[src/rtl/bcd_disp_pkg.sv]
// Shared glyphs, limit-mode encoding and single-digit BCD arithmetic
// for the BCD up/down display counter.
package bcd_disp_pkg;

    // Segment order {g,f,e,d,c,b,a}, active-low
    localparam logic [6:0] GLYPH_0     = 7'b1000000;
    localparam logic [6:0] GLYPH_1     = 7'b1111001;
    localparam logic [6:0] GLYPH_2     = 7'b0100100;
    localparam logic [6:0] GLYPH_3     = 7'b0110000;
    localparam logic [6:0] GLYPH_4     = 7'b0011001;
    localparam logic [6:0] GLYPH_5     = 7'b0010010;
    localparam logic [6:0] GLYPH_6     = 7'b0000010;
    localparam logic [6:0] GLYPH_7     = 7'b1111000;
    localparam logic [6:0] GLYPH_8     = 7'b0000000;
    localparam logic [6:0] GLYPH_9     = 7'b0010000;
    localparam logic [6:0] GLYPH_BLANK = 7'b1111111;

    typedef enum logic {
        LIMIT_SAT  = 1'b0,
        LIMIT_WRAP = 1'b1
    } limit_mode_e;

    function automatic logic [6:0] bcd_to_seg(input logic [3:0] d);
        logic [6:0] s;
        case (d)
            4'd0:    s = GLYPH_0;
            4'd1:    s = GLYPH_1;
            4'd2:    s = GLYPH_2;
            4'd3:    s = GLYPH_3;
            4'd4:    s = GLYPH_4;
            4'd5:    s = GLYPH_5;
            4'd6:    s = GLYPH_6;
            4'd7:    s = GLYPH_7;
            4'd8:    s = GLYPH_8;
            4'd9:    s = GLYPH_9;
            default: s = GLYPH_BLANK;
        endcase
        return s;
    endfunction

    // Returns {carry_out, digit}
    function automatic logic [4:0] bcd_inc(input logic [3:0] d,
                                           input logic ci);
        if (!ci)
            return {1'b0, d};
        if (d >= 4'd9)
            return {1'b1, 4'd0};
        return {1'b0, d + 4'd1};
    endfunction

    // Returns {borrow_out, digit}
    function automatic logic [4:0] bcd_dec(input logic [3:0] d,
                                           input logic bi);
        if (!bi)
            return {1'b0, d};
        if (d == 4'd0)
            return {1'b1, 4'd9};
        if (d > 4'd9)
            return {1'b0, 4'd9};
        return {1'b0, d - 4'd1};
    endfunction

endpackage

[src/rtl/bcd_updown_display_btn.sv]
// Push-button conditioner: 2-flop sync, debounce and rising-edge step.
// Hold-to-repeat is built only when AUTO_REPEAT_EN is defined.
module btn_conditioner
    import bcd_disp_pkg::*;
#(
    parameter int DEBOUNCE_CYCLES = 1000,
    parameter int HOLD_CYCLES     = 50000000,
    parameter int REPEAT_CYCLES   = 10000000
) (
    input  logic clk,
    input  logic rst,
    input  logic btn_i,
    input  logic other_i,
    output logic level_o,
    output logic step_o
);

    localparam int DW = $clog2(DEBOUNCE_CYCLES);

    logic          sync1_q;
    logic          sync2_q;
    logic          level_q;
    logic          level_d1_q;
    logic [DW-1:0] db_cnt_q;
    logic          edge_w;

    always_ff @(posedge clk) begin
        if (rst) begin
            sync1_q    <= 1'b0;
            sync2_q    <= 1'b0;
            level_q    <= 1'b0;
            level_d1_q <= 1'b0;
            db_cnt_q   <= '0;
        end else begin
            sync1_q    <= btn_i;
            sync2_q    <= sync1_q;
            level_d1_q <= level_q;
            // Any sample agreeing with the current level restarts the count
            if (sync2_q == level_q) begin
                db_cnt_q <= '0;
            end else if (db_cnt_q == DW'(DEBOUNCE_CYCLES - 1)) begin
                level_q  <= sync2_q;
                db_cnt_q <= '0;
            end else begin
                db_cnt_q <= db_cnt_q + 1'b1;
            end
        end
    end

    assign edge_w  = level_q & ~level_d1_q;
    assign level_o = level_q;

`ifdef AUTO_REPEAT_EN
    localparam int RMAX = (HOLD_CYCLES > REPEAT_CYCLES) ?
                          HOLD_CYCLES : REPEAT_CYCLES;
    localparam int RW   = $clog2(RMAX + 1);

    logic [RW-1:0] rpt_cnt_q;
    logic          rpt_armed_q;
    logic          held_w;
    logic          fire_w;

    assign held_w = level_q & ~other_i;
    assign fire_w = held_w &
                    (rpt_cnt_q == (rpt_armed_q ? RW'(REPEAT_CYCLES)
                                               : RW'(HOLD_CYCLES)));

    // Counter is 0 on the edge cycle, so the first repeat lands HOLD later
    always_ff @(posedge clk) begin
        if (rst || !held_w) begin
            rpt_cnt_q   <= '0;
            rpt_armed_q <= 1'b0;
        end else if (fire_w) begin
            rpt_cnt_q   <= RW'(1);
            rpt_armed_q <= 1'b1;
        end else begin
            rpt_cnt_q   <= rpt_cnt_q + 1'b1;
        end
    end

    assign step_o = edge_w | fire_w;
`else
    logic unused_rpt;
    assign unused_rpt = other_i ^ (HOLD_CYCLES != REPEAT_CYCLES);
    assign step_o     = edge_w;
`endif

endmodule

[src/rtl/bcd_updown_display.sv]
// Multi-digit BCD up/down counter with multiplexed 7-seg scan.
// Define AUTO_REPEAT_EN to enable hold-to-repeat on the buttons.
module bcd_updown_display
    import bcd_disp_pkg::*;
#(
    parameter int DIGITS          = 4,
    parameter int DEBOUNCE_CYCLES = 1000,
    parameter int REFRESH_CYCLES  = 5000,
    parameter int WRAP            = 0,
    parameter int HOLD_CYCLES     = 50000000,
    parameter int REPEAT_CYCLES   = 10000000
) (
    input  logic                  clk,
    input  logic                  rst,
    input  logic                  btn_plus,
    input  logic                  btn_minus,
    output logic [4*DIGITS-1:0]   value,
    output logic                  at_max,
    output logic                  at_min,
    output logic [6:0]            seg,
    output logic [DIGITS-1:0]     an
);

    localparam limit_mode_e MODE = (WRAP != 0) ? LIMIT_WRAP : LIMIT_SAT;
    localparam int RFW = $clog2(REFRESH_CYCLES);
    localparam int IW  = (DIGITS > 1) ? $clog2(DIGITS) : 1;

    logic lvl_plus, lvl_minus;
    logic step_plus, step_minus;

    btn_conditioner #(
        .DEBOUNCE_CYCLES (DEBOUNCE_CYCLES),
        .HOLD_CYCLES     (HOLD_CYCLES),
        .REPEAT_CYCLES   (REPEAT_CYCLES)
    ) u_plus (
        .clk     (clk),
        .rst     (rst),
        .btn_i   (btn_plus),
        .other_i (lvl_minus),
        .level_o (lvl_plus),
        .step_o  (step_plus)
    );

    btn_conditioner #(
        .DEBOUNCE_CYCLES (DEBOUNCE_CYCLES),
        .HOLD_CYCLES     (HOLD_CYCLES),
        .REPEAT_CYCLES   (REPEAT_CYCLES)
    ) u_minus (
        .clk     (clk),
        .rst     (rst),
        .btn_i   (btn_minus),
        .other_i (lvl_plus),
        .level_o (lvl_minus),
        .step_o  (step_minus)
    );

    logic [4*DIGITS-1:0] value_q, value_d;
    logic [4*DIGITS-1:0] inc_val, dec_val;
    logic                inc_co, dec_bo;

    always_comb begin
        logic       c;
        logic       b;
        logic [4:0] r;
        c       = 1'b1;
        b       = 1'b1;
        r       = '0;
        inc_val = '0;
        dec_val = '0;
        for (int i = 0; i < DIGITS; i++) begin
            r                = bcd_inc(value_q[4*i +: 4], c);
            inc_val[4*i +: 4] = r[3:0];
            c                = r[4];
            r                = bcd_dec(value_q[4*i +: 4], b);
            dec_val[4*i +: 4] = r[3:0];
            b                = r[4];
        end
        inc_co = c;
        dec_bo = b;
    end

    // A final carry/borrow means the counter sat on a limit
    always_comb begin
        value_d = value_q;
        if (step_plus && !step_minus) begin
            if (!inc_co || MODE == LIMIT_WRAP)
                value_d = inc_val;
        end else if (step_minus && !step_plus) begin
            if (!dec_bo || MODE == LIMIT_WRAP)
                value_d = dec_val;
        end
    end

    logic [RFW-1:0]    refresh_q;
    logic [IW-1:0]     idx_q;
    logic [DIGITS-1:0] an_q;
    logic [6:0]        seg_q;
    logic [3:0]        sel_digit;

    assign sel_digit = value_q[{idx_q, 2'b00} +: 4];

    always_ff @(posedge clk) begin
        if (rst) begin
            value_q   <= '0;
            refresh_q <= '0;
            idx_q     <= '0;
            an_q      <= '1;
            seg_q     <= GLYPH_BLANK;
        end else begin
            value_q <= value_d;
            if (refresh_q == RFW'(REFRESH_CYCLES - 1)) begin
                refresh_q <= '0;
                idx_q     <= (idx_q == IW'(DIGITS - 1)) ? '0
                                                        : idx_q + 1'b1;
            end else begin
                refresh_q <= refresh_q + 1'b1;
            end
            an_q  <= ~(DIGITS'(1) << idx_q);
            seg_q <= bcd_to_seg(sel_digit);
        end
    end

    assign value  = value_q;
    assign at_max = (value_q == {DIGITS{4'h9}});
    assign at_min = (value_q == '0);
    assign seg    = seg_q;
    assign an     = an_q;

endmodule

[config.mk]
export PLATFORM = sky130hd
export DESIGN_NAME = bcd_updown_display
export DESIGN_NICKNAME = d
export VERILOG_FILES = /design/src/rtl/bcd_disp_pkg.sv /design/src/rtl/bcd_updown_display_btn.sv /design/src/rtl/bcd_updown_display.sv
export SDC_FILE = /design/constraint.sdc
export NUM_CORES = 1
export LEC_CHECK = 0
export ABC_AREA = 1
export CAP_MARGIN = 25
export CORE_UTILIZATION = 35
export DETAILED_ROUTE_END_ITERATION = 8
export PLACE_DENSITY_LB_ADDON = 0.12
export SLEW_MARGIN = 20
export SYNTH_ARGS = -nofsm -noshare
export SYNTH_HDL_FRONTEND = slang
export SYNTH_SLANG_ARGS = --single-unit
[constraint.sdc]
create_clock -name clk -period 4 [get_ports clk]
set_input_delay 0.8 -clock clk [delete_from_list [all_inputs] [get_ports clk]]
set_output_delay 0.8 -clock clk [all_outputs]
set_load 0.005 [all_outputs]
* Word-level counts from Yosys, hierarchy flattened
Memory sizes are Yosys's and may differ from the RTL's. A register that Yosys moved wholly into a read port is not among the register bits.
Index checks and enable logic that the tools add are counted.
** Operators by class
- Add/subtract/negate cells :: 12
- Order comparisons :: 8
- Equal/unequal tests :: 9
- Shift-type cells :: 2
- Multiplexer cells :: 66
- Bitwise operators :: 7
- Reductions and logical operators :: 16
** Operator list (number)
- $mux 5 :: 36
- $mux 16 :: 4
- $mux 1 :: 25
- $add 10x1->10 const B :: 2
- $eq 10x10->1 const B :: 2
- $add 4x1->4 const B :: 4
- $eq 16x16->1 const B :: 1
- $ge 4x4->1 const B :: 4
- $gt 4x4->1 const B :: 4
- $logic_not 16->1 :: 1
- $logic_not 4->1 :: 4
- $shiftx 16x5->4 :: 1
- $sub 4x1->4 const B :: 4
- $add 13x1->13 const B :: 1
- $eq 13x13->1 const B :: 1
- $reduce_or 3->1 :: 2
- $not 1->1 :: 4
- $not 4->4 :: 1
- $reduce_and 2->1 :: 2
- $shl 1x2->4 const A :: 1
- $reduce_and 3->1 :: 1
- $add 2x1->2 const B :: 1
- $and 1x1->1 :: 2
- $eq 1x1->1 :: 2
- 8 further kinds :: 10
** Word-level totals
- Register bits :: 63
- Memory bits (read-only) :: 112
- Input bits :: 4
- Output and inout bits :: 29
- Logic and storage cells :: 135
- Memories kept :: 1
** Memories
- (no name shown) :: depth 16, bits a word 7, rd ports 1, clocked after Yosys merged registers in 1, write ports 0, RTL line bcd_disp_pkg.sv:25 : case (d)

* Depth between registers and ports, before layout
Gate-level depths: netlist of run 1.
- Depth in word-level cells :: 26
- Gate-level depth with buffers :: 12
- Depth with buffers taken out :: 12

* Cells and area by module
From an unflattened synthesis of run 1, not the netlist that was laid out.
** Second synthesis, totals
- Cell total of the unflattened synthesis :: 594
- Area total of the unflattened synthesis :: 4281.6 µm²
** By module, submodules not included
- bcd_updown_display :: instances 1, cells an instance 410, area an instance 2892.8 µm², sequential area each 840.8 µm²
- btn_conditioner :: instances 2, cells an instance 92, area an instance 694.4 µm², sequential area each 280.3 µm²

* Worst setup path after synthesis of run 1
Ideal clock, no wire load.
- Path kind :: register -> output
- Start point :: register value_q[4], in the netlist value[4]
- End point :: output port at_min
- Data arrival time :: 1165 ps
- Data required time :: 3200 ps
- Path slack :: 2035 ps
- Cell stages (with the launch flop) :: 7
- Path buffers :: 0
- Cell sequence :: dfxtp_1 inv_1 ha_1 nand3_2 nor2_2 inv_1 nor3_1
** On the way
- Longest elaborated chain between the ends :: 1
** Ends and longest elaborated chain
- from (decl) :: RTL line bcd_updown_display.sv:57 : logic [4*DIGITS-1:0] value_q, value_d;
- from (signal assigned) :: RTL line bcd_updown_display.sv:110 : value_q <= value_d;
- $logic_not 16->1 :: RTL line bcd_updown_display.sv:125 : assign at_min = (value_q == '0);
- to (decl) :: RTL line bcd_updown_display.sv:19 : output logic at_min,
No other way between the ends.

* Worst setup path in the final report of run 1
Same ends and word-level chain as after synthesis.

==> metrics.txt, run 1 <==
status=finished, final reports clean; DP Cell Count=712; hold_sp=u_plus.sync1_q; # setup viols final=0; global-route wire length before repair=14,390 um; multiplexer area fraction after synthesis=0.2581%; Hold Path Class=reg2reg; Die Ht=107.3 um; Clock Pin Slew Worst Setup and Hold Paths=70 ps; Worst slew margin=60.72%; Synth Register Bits=70; Switching Power=0.2826 mW; Worst Setup SP=value[4]; Comb power frac=2.6%; CTS tree=done; DIE WIDTH=107.3 um; DR vias/cell=4.742; Inserted Diodes=0; via count=3,452; Clk network pwr share=43.9%; final worst-path cycle share=74.41%; # H-tree levels=3; Worst-Margin Slew=588.5 ps; # DRC=0; Worst R2R Start=u_minus.level_o; drt total wl=8486 um; DR iter-0 viols=158; dpl ws=1348 ps; post-synth top area share=36.14%; Crit Path Max Fanout=8; Synth Flop Type=dfxtp_1; total track usage=15.78%; Hold Buf Count CTS=0; Worst EP required=3200 ps; final hold vios=0; routed len/inst=11.66 um; Synth area leaders=dfxtp_1 (36%), nand2_1 (10%), ha_1 (8.4%), nor2_1 (8.0%), inv_1 (5.8%); critical path endpoint category=primary output; CTS sink cnt=70; Root Buffer Master=clkbuf_8; GP Congestion=0.8236; Yosys warnings=0; largest family of logic cells by synthesized area=simple AND/OR/NAND/NOR gates; share of cells above drive strength 1=7.653%; Syn Area/Cell=7.102 um2; filler cell count=1,128; I/O pins=33; mapped cell area=0.003877 mm2; Compound-Gate Fraction of Synth Area=10.42%; Startpoint Class=flip-flop; number of global-route vias before repair=3,185; drt pass-1 iters=4; sequential element share of the synthesized area=36.14%; RSZ-0062 raised after global routing=no; CTS buffer count=9; Simple-Gate Fraction of Synth Area=33.59%; clock latency on the worst-skew pair=350 ps; row count=38; initial antenna violation count=0; Reg power frac=53.5%; grt ovf=0; Mapped Cells=546; CTS Buffer Depth=2; worst setup margin=1024 ps; fmax=336.0 MHz; Peak VDD IR=119.7 uV; Synth Area in Adders=8.390%; R2R Setup Slk=1680 ps; Pint=1.043 mW; critical path class=reg2out; Post-CTS Setup Bufs=0; Mapped Nets=576; Area growth syn-to-layout=17.07%; Post-synth EDFFs=0; Post-CTS Resized=0; dpl hpwl=6429 um; Worst Skew=8.295 ps; critical path arrival=2180 ps; final cell count without fillers=728; switching share of total power=21.32%; Power Density=292.0 mW/mm2; total negative setup slack=0 ps; starting density of the core=35.93%; fin util=42.06%; Async SR Flop Fraction=0%; max-slew violations=0; largest net degree at the start of global routing=19; Final min period=2976 ps; Port Buf Inserts=32; synth unique cells=39; xor/xnor share of the synthesized area=3.388%; P_leak=1.938 nW; nets=613; core area=0.01079 mm2; Routed Antenna Nets=0; post-synth top area cell=dfxtp_1; Max Cap Violations=0; die area=0.01150 mm2
## cell usage in the layout (no fill, tap or decap), types with 7 or more instances in the layout
cell and instances:
inv_1 60, a21oi_1 36, dfxtp_1 70, nand3_1 34
o21ai_0 26, nand2_1 107, nand2_2 9, nor3b_1 7
nor2_1 83, nor3_1 11, ha_1 26, clkbuf_8 11
nand4_1 14, xor2_1 12, clkdlybuf4s50_1 32
## power groups by stage
stage	Clock, mW	Combinational, mW	Sequential (mW)
floorplan	0	0.0180	0.725
global placement	0	0.0342	0.725
detailed placement	0	0.0350	0.725
CTS	0.609	0.0351	0.709
global route	0.642	0.0390	0.710
finish	0.582	0.0339	0.709
## per-stage QoR
step	hold slack [ps]	power, mW	area [um2]
floorplan	388.3	0.7433	3877
global placement	393.8	0.7592	4338
CTS	406.9	1.353	4539
detailed placement	397.0	0.7604	4338
global route	432.6	1.391	4539
finish	404.7	1.325	4539
## registers in the layout (all words and copies together) (netlist names), 2 cells and up
signal and count:
value 16, refresh_q 13, u_minus.db_cnt_q 10, u_plus.db_cnt_q 10, seg 7, an 4, idx_q 2
## metal layers
layer,global-route usage (%),up-vias,share of wire [%]
li1,-,1846,-
met2,26.13,39,47
met3,3.269,13,2.6
met4,6.849,0,1.9
met1,19.75,1554,49
met5,0,-,0
## worst max-delay path: stages (launching register included)
cell             delay [ps]
dfxtp_1                 380
inv_1                   150
ha_1                    230
nand3_2                 160
nor2_2                  180
inv_1                    60
nor3_1                  140
clkdlybuf4s50_1         530
## final cells by class
type                       instances  area (um2)  area share (%)
inverter                          66       252.7           5.568
clock inverter                     3       42.54          0.9372
timing repair buffer              34       335.3           7.387
clock buffer                      13       158.9           3.501
multi-input combinational        402        2173           47.88
tap                              140       175.2           3.859
sequential                        70        1401           30.87
## synth_stat cells, types with 7 or more instances
cell type	instances
a21oi_1	36
nand2_2	9
nand4_1	14
xor2_1	12
o21ai_0	26
nor2_1	83
nand2_1	107
nor3b_1	7
inv_1	60
ha_1	26
nor3_1	11
nand3_1	34
dfxtp_1	70
## path summary, 6_finish.rpt
check / to / cells after the start
worst max-delay path: at_min / 7
worst min-delay path: u_plus.sync2_q / 2
worst max register to register: value[13] / 11
worst min register to register: u_plus.sync2_q / 2
## kinds of logic after synthesis
family / Yosys count
buffers and inverters: 74
AND/OR/NAND/NOR: 284
XOR/XNOR: 15
multiplexers: 1
adder cells (fa/ha/maj): 26
AO/OA/AOI/OAI: 76
flip-flops: 70
Power figures use the tool's default switching activity.
==> inputs of run 2 (changes only) <==
==> constraint.sdc (replaced) <==
create_clock -name clk -period 2.8 [get_ports clk]
set_input_delay 0.56 -clock clk [delete_from_list [all_inputs] [get_ports clk]]
set_output_delay 0.56 -clock clk [all_outputs]
set_load 0.005 [all_outputs]
==> metrics.txt, run 2 (synthesis results as in run 1) <==
Port Buf Inserts=32 (unchanged); final worst-path cycle share=90.69%; DP Cell Count=712 (unchanged); grt ovf=0 (unchanged); DR iter-0 viols=147 (was 158); top layer in use=met4 (unchanged); placement-stage cell area=0.004338 mm2 (unchanged); end of the critical path=at_max (was at_min); Pwr Total=1.869 mW (was 1.325 mW); largest net degree at the start of global routing=20 (was 19); max-slew violations=0 (unchanged); Power Density=411.1 mW/mm2 (was 292.0 mW/mm2); drt total wl=8630 um (was 8486 um); critical path class=reg2out (unchanged); final hold vios=0 (unchanged); R2R Setup Slk=530 ps (was 1680 ps); CTS sink cnt=70 (unchanged); routed len/inst=11.85 um (was 11.66 um); # H-tree levels=3 (unchanged); number of global-route vias before repair=3,337 (was 3,185); total negative setup slack=0 ps (unchanged); post-layout instance area=0.004547 mm2 (was 0.004539 mm2); worst setup margin=260.6 ps (was 1024 ps); Worst-Margin Slew=623.1 ps (was 588.5 ps); via count=3,470 (was 3,452); P_leak=1.942 nW (was 1.938 nW); critical path arrival=1980 ps (was 2180 ps); dpl ws=421.8 ps (was 1348 ps); # setup viols final=0 (unchanged); r2r worst-path depth=11 (unchanged); Worst R2R Start=u_minus.level_o (unchanged); GP Congestion=0.8663 (was 0.8236); Inserted Diodes=0 (unchanged); Routed Antenna Nets=0 (unchanged); I/O pins=33 (unchanged); Post-CTS Resized=0 (unchanged); WP buf/inv=1 (was 3); DRT met1 WL=4103 um (was 4147 um); Min Hold Slack=399.7 ps (was 404.7 ps); Final min period=2539 ps; Crit-path slowest cell=clkdlybuf4s50_1 (unchanged); crit-path leading delay family=buffers and inverters (unchanged); Switching Power=0.4295 mW (was 0.2826 mW); Clock Pin Slew Worst Setup and Hold Paths=80 ps (was 70 ps); critical path depth=4 (was 7); fin util=42.13% (was 42.06%); CTS buffer count=9 (unchanged); Worst Skew=12.10 ps (was 8.295 ps); share of cells above drive strength 1=9.014% (was 7.653%); # DRC=0 (unchanged); global-route wire length before repair=15,150 um (was 14,390 um); total track usage=16.78% (was 15.78%); Comb power frac=2.6% (about the same); Worst slew margin=58.41% (was 60.72%); Pint=1.440 mW (was 1.043 mW); Clk network pwr share=43.2% (was 43.9%); die area=0.01150 mm2 (unchanged); nets=613 (unchanged); Reg power frac=54.2% (was 53.5%); DR vias/cell=4.766 (was 4.742); most common cell after layout, fill and taps aside=nand2_1 (unchanged); RSZ-0062 raised after global routing=no (unchanged); routed wl met3=352 um (was 224 um); crit path cell chain=ha_1 > nand3_2 > nor4_2 > clkdlybuf4s50_1 (was inv_1 > ha_1 > nand3_2 > nor2_2 > inv_1 > nor3_1 > clkdlybuf4s50_1); final cell count without fillers=728 (unchanged); DIE WIDTH=107.3 um (unchanged); CTS tree=done (unchanged); Reg2Reg Capture Point=value[15] (was value[13]); initial antenna violation count=0 (unchanged); Area growth syn-to-layout=17.26% (was 17.07%); fmax=393.8 MHz; Hold Path Class=reg2reg (unchanged); core area=0.01079 mm2 (unchanged); Worst Setup SP=value[0] (was value[4]); Root Buffer Master=clkbuf_8 (unchanged); status=finished, final reports clean (unchanged); Startpoint Class=flip-flop (unchanged); crit-path max cell delay=530 ps (about the same); starting density of the core=35.93% (unchanged); Post-CTS Setup Bufs=0 (unchanged); switching share of total power=22.98% (was 21.32%); dpl hpwl=6444 um (was 6429 um); critical path endpoint category=primary output (unchanged); drt pass-1 iters=4 (unchanged); Peak VDD IR=326.5 uV (was 119.7 uV); most frequent cells in the layout=nand2_1 (107), nor2_1 (83), dfxtp_1 (68), inv_1 (57), a21oi_1 (36) (was nand2_1 (107), nor2_1 (83), dfxtp_1 (70), inv_1 (60), a21oi_1 (36)); routed wl met2=3953 um (was 3955 um); Die Ht=107.3 um (unchanged); Crit Path Max Fanout=7 (was 8); row count=38 (unchanged); Hold Buf Count CTS=0 (unchanged); Max Cap Violations=0 (unchanged); Worst EP required=2240 ps (was 3200 ps); clock latency on the worst-skew pair=360 ps (was 350 ps); CTS Buffer Depth=2 (unchanged); number of flip-flops in the largest register=16 (unchanged)
-- run 2: cell types whose count changed in the layout (fill, tap and decap cells not counted), sizes merged --
cell | before | now
clkinv | 2 | 6
clkdlybuf4s50 | 32 | 31
dlymetal6s2s | 0 | 1
clkinvlp | 1 | 0
clkbuf | 13 | 10
-- run 2: worst register-to-register path: stages (launching register included) --
cell,delay [ps]
dfxtp_1,350
inv_1,70
or2_2,270
ha_1,300
inv_1,240
nand4_2,190
nor2_1,220
nand2_1,100
o21ai_1,100
nand2_2,140
nor2_1,150
nor2_1,50
-- run 2: area by class of cell --
type / count / area (um2)
clock inverters: 6 / 62.56
clock buffers: 10 / 127.6
inverters: 66 / 252.7
repair buffers: 34 / 337.8
fillers: 1150 / 6246
well taps: 140 / 175.2
flip-flops and latches: 70 / 1404
multi-input cells: 402 / 2187
-- run 2: worst min-delay path by stage --
| stage | from | end | slack, ps | depth (start not counted) |
|---|---|---|---|---|
| after floorplan | u_minus.sync1_q | u_minus.sync2_q | 390 | 2 |
| after global placement | u_minus.sync1_q | u_minus.sync2_q | 390 | 2 |
| after detailed placement | u_minus.sync1_q | u_minus.sync2_q | 390 | 2 |
| after CTS | u_minus.sync1_q | u_minus.sync2_q | 400 | 2 |
| after global routing | u_minus.sync1_q | u_minus.sync2_q | 450 | 2 |
| final | u_minus.sync1_q | u_minus.sync2_q | 400 | 2 |
-- run 2: routing by layer --
layer / vias to the layer above / track usage [%]
li1: 1855 / -
met1: 1543 / 20.97
met2: 57 / 27.19
met3: 15 / 4.116
met4: 0 / 7.632
met5: - / 0
-- run 2: power groups by stage --
stage / registers (mW) / clock network (mW) / logic [mW]
after detailed placement: 1.04 / 0 / 0.0503
after floorplan: 1.04 / 0 / 0.0257
after CTS: 1.01 / 0.845 / 0.0505
after global routing: 1.01 / 0.879 / 0.0572
final: 1.01 / 0.808 / 0.0491
after global placement: 1.04 / 0 / 0.0500
